==> src/rtl/alu_input_sequencer.sv <==
// ALU front end: synchronises and edge-detects three buttons, enforces A -> B -> OP
// entry order, and registers the ALU result with zero/carry/overflow flags.
module alu_input_sequencer #(
  parameter int unsigned DATA_WIDTH  = 8,
  parameter int unsigned OP_WIDTH    = 6,
  parameter int unsigned SYNC_STAGES = 2
) (
  input  logic                  clock,
  input  logic                  reset,
  input  logic [DATA_WIDTH-1:0] switches,
  input  logic [2:0]            buttons,
  output logic [DATA_WIDTH-1:0] LEDS,
  output logic                  zero,
  output logic                  carry,
  output logic                  overflow,
  output logic                  error,
  output logic [1:0]            state
);

  localparam int unsigned Msb = DATA_WIDTH - 1;
  localparam int unsigned Dw1 = DATA_WIDTH + 1;
  localparam logic [DATA_WIDTH:0] WidthVal = Dw1'(DATA_WIDTH);

  localparam logic [OP_WIDTH-1:0] OpAdd = OP_WIDTH'(6'b100000);
  localparam logic [OP_WIDTH-1:0] OpSub = OP_WIDTH'(6'b100010);
  localparam logic [OP_WIDTH-1:0] OpAnd = OP_WIDTH'(6'b100100);
  localparam logic [OP_WIDTH-1:0] OpOr  = OP_WIDTH'(6'b100101);
  localparam logic [OP_WIDTH-1:0] OpXor = OP_WIDTH'(6'b100110);
  localparam logic [OP_WIDTH-1:0] OpSra = OP_WIDTH'(6'b000011);
  localparam logic [OP_WIDTH-1:0] OpSrl = OP_WIDTH'(6'b000010);
  localparam logic [OP_WIDTH-1:0] OpNor = OP_WIDTH'(6'b100111);

  typedef enum logic [1:0] {
    StWaitA  = 2'd0,
    StWaitB  = 2'd1,
    StWaitOp = 2'd2,
    StShow   = 2'd3
  } state_e;

  state_e                state_q, state_d;
  logic [DATA_WIDTH-1:0] a_q, a_d, b_q, b_d, leds_q, leds_d;
  logic                  zero_q, zero_d, carry_q, carry_d, ovf_q, ovf_d, err_q, err_d;

  logic [2:0] sync_q [SYNC_STAGES];
  logic [2:0] btn_prev_q;
  logic [2:0] pulse;
  logic       multi, p_a, p_b, p_op;

  // Button synchroniser chain plus previous-level register for edge detection.
  always_ff @(posedge clock) begin
    if (reset) begin
      for (int i = 0; i < int'(SYNC_STAGES); i++) sync_q[i] <= '0;
      btn_prev_q <= '0;
    end else begin
      sync_q[0] <= buttons;
      for (int i = 1; i < int'(SYNC_STAGES); i++) sync_q[i] <= sync_q[i-1];
      btn_prev_q <= sync_q[SYNC_STAGES-1];
    end
  end

  // Rising-edge pulses; more than one bit set in a cycle is treated as a multi-press.
  always_comb begin
    pulse = sync_q[SYNC_STAGES-1] & ~btn_prev_q;
    multi = |(pulse & (pulse - 3'd1));
    p_a   = pulse == 3'b100;
    p_b   = pulse == 3'b010;
    p_op  = pulse == 3'b001;
  end

  logic [OP_WIDTH-1:0]   op;
  logic [DATA_WIDTH:0]   sum, diff;
  logic [DATA_WIDTH-1:0] res;
  logic                  res_c, res_v, legal, b_big;

  // ALU on the loaded operands, opcode taken live from the switches.
  always_comb begin
    op    = switches[OP_WIDTH-1:0];
    sum   = {1'b0, a_q} + {1'b0, b_q};
    diff  = {1'b0, a_q} - {1'b0, b_q};
    b_big = {1'b0, b_q} >= WidthVal;
    res   = '0;
    res_c = 1'b0;
    res_v = 1'b0;
    legal = 1'b1;
    case (op)
      OpAdd: begin
        res   = sum[DATA_WIDTH-1:0];
        res_c = sum[DATA_WIDTH];
        res_v = (a_q[Msb] == b_q[Msb]) && (sum[Msb] != a_q[Msb]);
      end
      OpSub: begin
        res   = diff[DATA_WIDTH-1:0];
        res_c = diff[DATA_WIDTH];  // borrow, i.e. A < B unsigned
        res_v = (a_q[Msb] != b_q[Msb]) && (diff[Msb] != a_q[Msb]);
      end
      OpAnd: res = a_q & b_q;
      OpOr:  res = a_q | b_q;
      OpXor: res = a_q ^ b_q;
      OpNor: res = ~(a_q | b_q);
      OpSra: res = b_big ? {DATA_WIDTH{a_q[Msb]}} : $unsigned($signed(a_q) >>> b_q);
      OpSrl: res = b_big ? '0 : (a_q >> b_q);
      default: legal = 1'b0;
    endcase
  end

  // Entry-order FSM; unexpected or simultaneous pulses only set the sticky error.
  always_comb begin
    state_d = state_q;
    a_d     = a_q;
    b_d     = b_q;
    leds_d  = leds_q;
    zero_d  = zero_q;
    carry_d = carry_q;
    ovf_d   = ovf_q;
    err_d   = err_q;
    if (multi) begin
      err_d = 1'b1;
    end else if (|pulse) begin
      unique case (state_q)
        StWaitA, StShow: begin
          if (p_a) begin
            a_d     = switches;
            state_d = StWaitB;
          end else err_d = 1'b1;
        end
        StWaitB: begin
          if (p_b) begin
            b_d     = switches;
            state_d = StWaitOp;
          end else err_d = 1'b1;
        end
        StWaitOp: begin
          if (p_op) begin
            state_d = StShow;
            if (legal) begin
              leds_d  = res;
              zero_d  = res == '0;
              carry_d = res_c;
              ovf_d   = res_v;
            end else err_d = 1'b1;
          end else err_d = 1'b1;
        end
        default: err_d = 1'b1;
      endcase
    end
  end

  // State and datapath registers.
  always_ff @(posedge clock) begin
    if (reset) begin
      state_q <= StWaitA;
      a_q     <= '0;
      b_q     <= '0;
      leds_q  <= '0;
      zero_q  <= 1'b0;
      carry_q <= 1'b0;
      ovf_q   <= 1'b0;
      err_q   <= 1'b0;
    end else begin
      state_q <= state_d;
      a_q     <= a_d;
      b_q     <= b_d;
      leds_q  <= leds_d;
      zero_q  <= zero_d;
      carry_q <= carry_d;
      ovf_q   <= ovf_d;
      err_q   <= err_d;
    end
  end

  assign LEDS     = leds_q;
  assign zero     = zero_q;
  assign carry    = carry_q;
  assign overflow = ovf_q;
  assign error    = err_q;
  assign state    = state_q;

endmodule

==> config.mk <==
export PLATFORM = sky130hd
export DESIGN_NAME = alu_input_sequencer
export DESIGN_NICKNAME = d
export VERILOG_FILES = /design/src/rtl/alu_input_sequencer.sv
export SDC_FILE = /design/constraint.sdc
export NUM_CORES = 1
export LEC_CHECK = 0
export CAP_MARGIN = 20
export CORE_AREA = 5 5 86 88
export DETAILED_ROUTE_END_ITERATION = 6
export DIE_AREA = 0 0 91 93
export PLACE_DENSITY = 0.73
export SETUP_SLACK_MARGIN = 0.15
export SYNTH_ARGS = -nofsm -noshare
export SYNTH_HDL_FRONTEND = slang
export SYNTH_SLANG_ARGS = --single-unit
==> constraint.sdc <==
create_clock -name clock -period 4.5 [get_ports clock]
set_input_delay 0.45 -clock clock [delete_from_list [all_inputs] [get_ports clock]]
set_output_delay 0.45 -clock clock [all_outputs]
set_load 0.01 [all_outputs]
==> results.json, run 1 <==
{
  "seqPwrFrac": 0.487,
  "synth_top_area_cell": "dfxtp_1",
  "vias": 3040,
  "overflow": 0,
  "dr.pass1.iters": 5,
  "cts_setup_buffers": 0,
  "numCtsBuffers": 5,
  "clk_pin_slew_ps": 80,
  "hold_buffers": 0,
  "htree_levels": 2,
  "hold_viol": 0,
  "fmax_ghz": 0.294,
  "synth_simple_gate_area_share": 0.210,
  "finalSetupViolations": 0,
  "start_util": 0.516,
  "grt_pass1_vias": 2888,
  "drt_wl_total_mm": 9.19,
  "avgSynthCellArea_um2": 8.49,
  "drc": 0,
  "clock_latency_ps": 290,
  "tightestPinTransition_ps": 715,
  "period_share": 0.756,
  "synth_edf_count": 0,
  "synthMuxAreaShare": 0.122,
  "antenna_found_initial": 0,
  "maxSlewHeadroom": 0.518,
  "synth_adder_area_share": 0.111,
  "switching_share": 0.299,
  "min_path_type": "reg -> reg",
  "place_ws_ps": 1160,
  "dieArea_mm2": 0.00846,
  "yosysWarnings": 0,
  "endpoint_kind": "flip-flop",
  "vdd_drop_max_mv": 0.150,
  "synth_top_family_by_area": "simple AND/OR/NAND/NOR gates",
  "synth_area_mm2": 0.00339,
  "synth_nets": 441,
  "required_ps": 4700,
  "core_region_area_mm2": 0.00657,
  "clock-sinks": 39,
  "drive_gt1_frac": 0.0896,
  "synth_compound_area_frac": 0.205,
  "maxCapViolCount": 0,
  "ys_seq_elements": 39,
  "min_period_ps": 3400,
  "io_pins": 27,
  "p_per_area_mw_per_mm2": 202,
  "finalSetupTns_ps": 0,
  "drv_slew": 0,
  "grt_max_degree": 29,
  "status": "finished clean",
  "area.growth.synth_to_final_pct": 9.82,
  "clkPwrFrac": 0.316,
  "p_leak_nw": 1.47,
  "combPwrFrac": 0.197,
  "rsz0062_at_grt": "no",
  "ant_nets": 0,
  "hpwlAfterDp_mm": 7.15,
  "max-clock-path-buffers": 2,
  "ys_top_cells_by_count": "nor2_1 (47), dfxtp_1 (39), inv_1 (34), ha_1 (27), mux2i_1 (24)",
  "synth_area_leaders": "dfxtp_1 (23%), ha_1 (10%), mux2i_1 (7.1%)",
  "yosysMostFrequentCell": "nor2_1",
  "grt_pass1_wl_mm": 14.9,
  "syn_inst": 399,
  "synth_xor_area_frac": 0.0362,
  "synth_top_area_frac": 0.230,
  "cts_root_buffer": "clkbuf_8",
  "setup_ws_ps": 1100,
  "place_congestion": 0.983,
  "ys_types": 70,
  "die-height_um": 93,
  "async_flop_share": 0,
  "die_w_um": 91,
  "cp.arrival_ps": 3600,
  "dr.first_iter.drc_count": 257,
  "cts_tree": "done",
  "fin_skew_ps": 8.99,
  "io_buffers": 26,
  "antenna_cells": 0,
  "vias_per_cell": 6.17,
  "intPower_mw": 0.527,
  "p_sw_mw": 0.224,
  "synthFlopType": "dfxtp_1",
  "criticalPathCategory": "reg -> reg",
  "track_usage": 0.214,
  "fin_nets": 454,
  "synth-seq-area-share": 0.230,
  "wl_per_cell_um": 18.6,
  "rows": 30,
  "start_kind": "flip-flop",
  "cts_resized": 0,
  "crit_fanout": 17
}
-- routing by layer --
layer,vias up,share of wire,GRT usage
li1,1474,-,-
met1,1447,0.44,0.282
met2,95,0.48,0.353
met3,24,0.050,0.0346
met4,0,0.030,0.0795
met5,-,0,0
-- path summary, 6_finish.rpt --
path	start	endpoint	cells after the start	slack [ps]
worst max-delay path	b_q[1]	zero	9	1100
worst min-delay path	sync_q[0][1]	sync_q[0][4]	1	440
worst max register to register	b_q[1]	zero	9	1100
worst min register to register	sync_q[0][1]	sync_q[0][4]	1	440
-- metrics by stage --
step                      power [mW]  instance area [um^2]  utilization  hold slack, ps  instances
after detailed placement       0.520                  3640        0.554             426        485
after floorplan                0.476                  3390            -             414        399
final                          0.751                  3720        0.567             441        493
after CTS                      0.756                  3720        0.567             446        493
after global routing           0.785                  3720        0.567             468        493
after global placement         0.517                  3640        0.554             418        485
-- registers in the layout (all words and copies together), names as in the netlist --
signal      flops
overflow        1
b_q             8
sync_q          6
zero            1
a_q             8
btn_prev_q      3
state           2
error           1
LEDS            8
carry           1
-- cells by family after synthesis --
family / Yosys count
AND/OR/NAND/NOR: 132
XOR/XNOR: 14
adder cells (fa/ha/maj): 29
AO/OA/AOI/OAI: 91
multiplexers: 34
buffers and inverters: 60
flip-flops: 39
-- area by class of cell --
| cell class | count | area, um^2 |
|---|---|---|
| Multi-Input combinational cell | 300 | 2320 |
| Clock buffer | 6 | 72.6 |
| Fill cell | 624 | 2850 |
| Clock inverter | 2 | 12.5 |
| Timing Repair Buffer | 32 | 305 |
| Inverter | 34 | 128 |
| Sequential cell | 39 | 781 |
| Tap cell | 80 | 100 |
-- power groups by stage --
stage | Combinational [mW] | Sequential [mW] | Clock (mW)
after floorplan | 0.107 | 0.369 | 0
after global placement | 0.144 | 0.373 | 0
after detailed placement | 0.146 | 0.374 | 0
after CTS | 0.147 | 0.366 | 0.243
after global routing | 0.162 | 0.368 | 0.256
final | 0.148 | 0.366 | 0.237
-- cells in the final DEF (no fill, tap or decap), types with 4 or more instances in the layout --
master / instances
a21oi_1: 15
nand4_1: 8
a31oi_1: 5
clkdlybuf4s50_1: 26
xor2_1: 4
nor2_1: 47
mux4_2: 4
and3_1: 4
dfxtp_1: 39
a22oi_1: 4
o21ai_0: 7
buf_4: 6
nand3_1: 5
a211oi_1: 16
mux2i_1: 24
nor3_1: 11
nor2b_1: 15
nand2_1: 15
inv_1: 34
ha_1: 27
clkbuf_8: 5
mux2_2: 5
xnor2_1: 10
and2_1: 4
-- worst max-delay path: stages (launching register included) --
cell	delay (ps)
dfxtp_1	790
inv_1	250
ha_1	380
o21ba_2	230
nor4_1	290
nor2_1	130
a221oi_1	460
mux2_2	380
and3_1	190
a31o_1	200
(Power assumes the default switching activity.)
==> run 2: changes to the inputs <==
Settings changed: PLACE_DENSITY 0.73 to 0.76.
Clock period 4.5 ns to 2.8 ns, I/O delays scaled along.
==> run 2 against run 1 <==
Register-to-register slack got worse by 890 ps. Sequential cell count did not move. Via count up 2.4%. Fmax up 31%. Critical path type unchanged. Highest routed layer unchanged.
==> results.json, run 2 (synthesis gave the netlist of run 1 again) <==
{
  "status": "finished clean",
  "endpoint_kind": "flip-flop",
  "cts_tree": "done",
  "dr.pass1.iters": 5,
  "min_period_ps": 2590,
  "drive_gt1_frac": 0.157,
  "wl_per_cell_um": 18.6,
  "crit_fanout": 6,
  "track_usage": 0.225,
  "antenna_cells": 0,
  "start_kind": "flip-flop",
  "grt_max_degree": 35,
  "finalSetupViolations": 0,
  "p_leak_nw": 1.58,
  "required_ps": 2990,
  "cp.arrival_ps": 2780,
  "p_per_area_mw_per_mm2": 312,
  "cts_root_buffer": "clkbuf_8",
  "drc": 0,
  "overflow": 0,
  "io_buffers": 26,
  "io_pins": 27,
  "numCtsBuffers": 5,
  "finalSetupTns_ps": 0,
  "tightestPinTransition_ps": 792,
  "max-clock-path-buffers": 2,
  "criticalPathCategory": "reg -> reg",
  "place_congestion": 0.976,
  "drv_slew": 0,
  "dieArea_mm2": 0.00846,
  "clock-sinks": 39,
  "dr.first_iter.drc_count": 344,
  "hold_buffers": 0,
  "hold_viol": 0,
  "die-height_um": 93,
  "fmax_ghz": 0.386,
  "vias": 3113,
  "start_util": 0.516,
  "fin_nets": 475,
  "grt_pass1_wl_mm": 15.6,
  "grt_pass1_vias": 3062,
  "power_mw": 1.23,
  "core_region_area_mm2": 0.00657,
  "htree_levels": 2,
  "antenna_found_initial": 0,
  "maxSlewHeadroom": 0.458,
  "maxCapViolCount": 0,
  "period_share": 0.926,
  "die_w_um": 91,
  "final_common_cell": "nor2_1",
  "area.growth.synth_to_final_pct": 16.4,
  "fin_skew_ps": 3.70,
  "drt_wl_total_mm": 9.57,
  "clock_latency_ps": 290,
  "rows": 30,
  "min_path_type": "reg -> reg",
  "clk_pin_slew_ps": 80,
  "vdd_drop_max_mv": 0.327,
  "vias_per_cell": 6.06,
  "ant_nets": 0,
  "hpwlAfterDp_mm": 7.27,
  "rsz0062_at_grt": "yes",
  "hold_slack_ps": 455,
  "mostFrequentLayoutCells": "nor2_1 (47), dfxtp_1 (37), inv_1 (34), buf_4 (27)"
}
==> run 2: cell count changes in the layout (fill, tap and decap cells not counted), sizes merged <==
cell	change
buf	+21
==> run 2: worst max-delay path: stages, from the launching register on <==
cell,delay (ps)
dfxtp_4,380
inv_1,100
ha_1,340
o21ba_2,250
nor4_2,200
nor2_1,110
a221oi_2,340
mux2_2,370
and3_1,200
a31o_1,200
==> run 2: per-stage QoR <==
step,area [um^2],setup slack [ps],instances,util
after floorplan,3400,174,399,-
after global placement,3800,114,505,0.578
after detailed placement,3800,83.7,505,0.578
after CTS,3890,175,514,0.593
after global routing,3950,118,514,0.601
final,3950,208,514,0.601
==> run 2: per-layer routing <==
layer  wire [um]  vias up  GRT usage
met3         640       23     0.0523
met5           0        -          0
met1        4310     1475      0.300
met2        4400      104      0.360
met4         216        0     0.0758
li1            -     1511          -
==> run 2: worst paths after layout <==
path	from	cells after the start	to	slack [ps]
min	sync_q[0][0]	1	sync_q[0][3]	450
max reg2reg	a_q[1]	9	zero	210
max	a_q[1]	9	zero	210
min reg2reg	sync_q[0][0]	1	sync_q[0][3]	450
==> run 2: layout make-up <==
cell class                 instances  area (um^2)
sequential                        39          786
tap                               80          100
multi-input combinational        300         2380
clock buffer                       6         72.6
inverter                          34          128
clock inverter                     2         12.5
timing repair buffer              53          463
fill                             602         2620
==> run 2: timing repair <==
action / in CTS / in global routing
setup buffers: 1 / 0
endpoints found under the setup margin: 2 / 4
pin swaps: 1 / 1
gates resized for setup: 1 / 10
==> run 2: where the power goes <==
part | internal, mW | switching [mW]
Combinational | 0.122 | 0.153
Clock | 0.174 | 0.204
Sequential | 0.568 | 0.0128
Total | 0.863 | 0.369
==> run 3: changes to the inputs <==
Settings changed: CORE_AREA 5 5 86 88 to 4 4 85 87, DIE_AREA 0 0 91 93 to 0 0 89 91.
Clock period 2.8 ns to 2.2 ns, I/O delays scaled along.
==> run 3 against run 2 <==
The run now ends with setup timing left. Non-clock buffer count increased by 97. Die area decreased by 4.3%. Worst hold slack improved by 1.7 ps. First-iteration DRC count increased by 14%. Total power increased by 42%. Highest routed layer unchanged.
==> results.json, run 3 (synthesis gave the netlist of run 1 again) <==
{
  "dieArea_mm2": 0.00810,
  "hpwlAfterDp_mm": 8.61,
  "vdd_drop_max_mv": 0.317,
  "rsz0062_at_grt": "yes",
  "dpl.cell_count": 581,
  "dr.pass1.iters": 7,
  "final_cells": 608,
  "clk_pin_slew_ps": 90,
  "max-clock-path-buffers": 2,
  "drc": 0,
  "cp.arrival_ps": 2700,
  "reg2reg_slack_ps": -260,
  "hold_slack_ps": 456,
  "drive_gt1_frac": 0.429,
  "endpoint_kind": "flip-flop",
  "place_congestion": 1.02,
  "io_pins": 27,
  "seqPwrFrac": 0.421,
  "min_period_ps": 2460,
  "reg2reg_from": "a_q[0]",
  "min-delay-start": "sync_q[0][0]",
  "antenna_found_initial": 0,
  "rows": 29,
  "track_usage": 0.285,
  "switching_share": 0.319,
  "period_share": 1.12,
  "numCtsBuffers": 5,
  "hold_buffers": 0,
  "combPwrFrac": 0.281,
  "tightestPinTransition_ps": 597,
  "p_leak_nw": 2.17,
  "hold_viol": 0,
  "grt_pass1_vias": 3609,
  "drv_slew": 0,
  "grt_pass1_wl_mm": 18.1,
  "grt_max_degree": 35,
  "p_per_area_mw_per_mm2": 341,
  "min_path_type": "reg -> reg",
  "intPower_mw": 1.19,
  "fin_nets": 572,
  "p_sw_mw": 0.560,
  "die-height_um": 91,
  "final_common_cell": "buf_4",
  "violations": "setup timing",
  "clock-sinks": 39,
  "mostFrequentLayoutCells": "buf_4 (113), nor2_1 (46), dfxtp_1 (27), inv_1 (27), clkdlybuf4s50_1 (25)",
  "wl_per_cell_um": 19.5,
  "status": "complete, but fails checks",
  "crit_fanout": 3,
  "htree_levels": 2,
  "cts_tree": "done",
  "overflow": 0,
  "finalSetupViolations": 6,
  "die_w_um": 89,
  "vias_per_cell": 6.06,
  "setup_ws_ps": -256,
  "maxSlewHeadroom": 0.598,
  "startpoint": "a_q[0]",
  "dr.first_iter.drc_count": 392,
  "clkPwrFrac": 0.298,
  "io_buffers": 26,
  "clock_latency_ps": 300,
  "area.growth.synth_to_final_pct": 51.5,
  "criticalPathCategory": "reg -> reg",
  "place_ws_ps": -357,
  "maxCapViolCount": 0,
  "finalSetupTns_ps": -654,
  "drt_wl_total_mm": 11.9,
  "cts_root_buffer": "clkbuf_8",
  "ant_nets": 0,
  "fin_skew_ps": 4.87,
  "core_region_area_mm2": 0.00635,
  "start_kind": "flip-flop",
  "antenna_cells": 0,
  "required_ps": 2450,
  "fmax_ghz": 0.407,
  "start_util": 0.534,
  "vias": 3685
}
==> run 3: changes by cell type in the layout (fill, tap and decap cells not counted), sizes merged <==
cell           delta
buf              +97
inv               +1
clkinv            -1
clkbuf            -1
clkinvlp          +1
dlymetal6s2s      +1
clkdlybuf4s50     -1
==> run 3: per-layer routing <==
| layer | up-vias | GRT usage | share of wire |
|---|---|---|---|
| li1 | 1704 | - | - |
| met1 | 1769 | 0.381 | 0.40 |
| met2 | 174 | 0.457 | 0.48 |
| met3 | 38 | 0.0570 | 0.083 |
| met4 | 0 | 0.0906 | 0.032 |
| met5 | - | 0 | 0 |
==> run 3: area by class of cell <==
type / count / area [um^2]
Timing Repair Buffer: 150 / 1270
Fill cell: 392 / 1220
Multi-Input combinational cell: 300 / 2730
Sequential cell: 39 / 808
Tap cell: 77 / 96.3
Inverter: 34 / 140
Clock inverter: 3 / 23.8
Clock buffer: 5 / 68.8
==> run 3: critical path, stage by stage (launching register included) <==
cell and delay [ps]:
dfxtp_2 350, ha_2 180, inv_1 70, fa_2 530, mux2i_1 80, o211a_1 260, a221oi_4 340, nand4_1 190
nor4_2 230, a31o_1 180
==> run 3: power groups by stage <==
stage | clock [mW] | sequential (mW) | combinational [mW]
global placement | 0 | 0.753 | 0.389
detailed placement | 0 | 0.755 | 0.401
global route | 0.554 | 0.740 | 0.522
CTS | 0.534 | 0.737 | 0.441
finish | 0.523 | 0.737 | 0.492
floorplan | 0 | 0.755 | 0.235
==> run 3: final timing paths <==
| check | end | cells past startpoint |
|---|---|---|
| max reg2reg | zero | 9 |
| max | zero | 9 |
| min reg2reg | sync_q[0][3] | 1 |
| min | sync_q[0][3] | 1 |
==> run 3: through the flow <==
| stage | total power [mW] | instance area [um^2] | utilization |
|---|---|---|---|
| 2_1_floorplan | 0.990 | 3520 | - |
| 3_3_place_gp | 1.14 | 4520 | 0.712 |
| 3_5_place_dp | 1.16 | 4520 | 0.712 |
| 4_1_cts | 1.71 | 4890 | 0.769 |
| 5_1_grt | 1.82 | 5130 | 0.808 |
| 6_report | 1.75 | 5130 | 0.808 |
==> run 3: timing repair <==
item | CTS | global route
pin swaps | 21 | 18
buffers inserted | 10 | 9
endpoints found under the setup margin | 11 | 11
resized for setup | 50 | 39
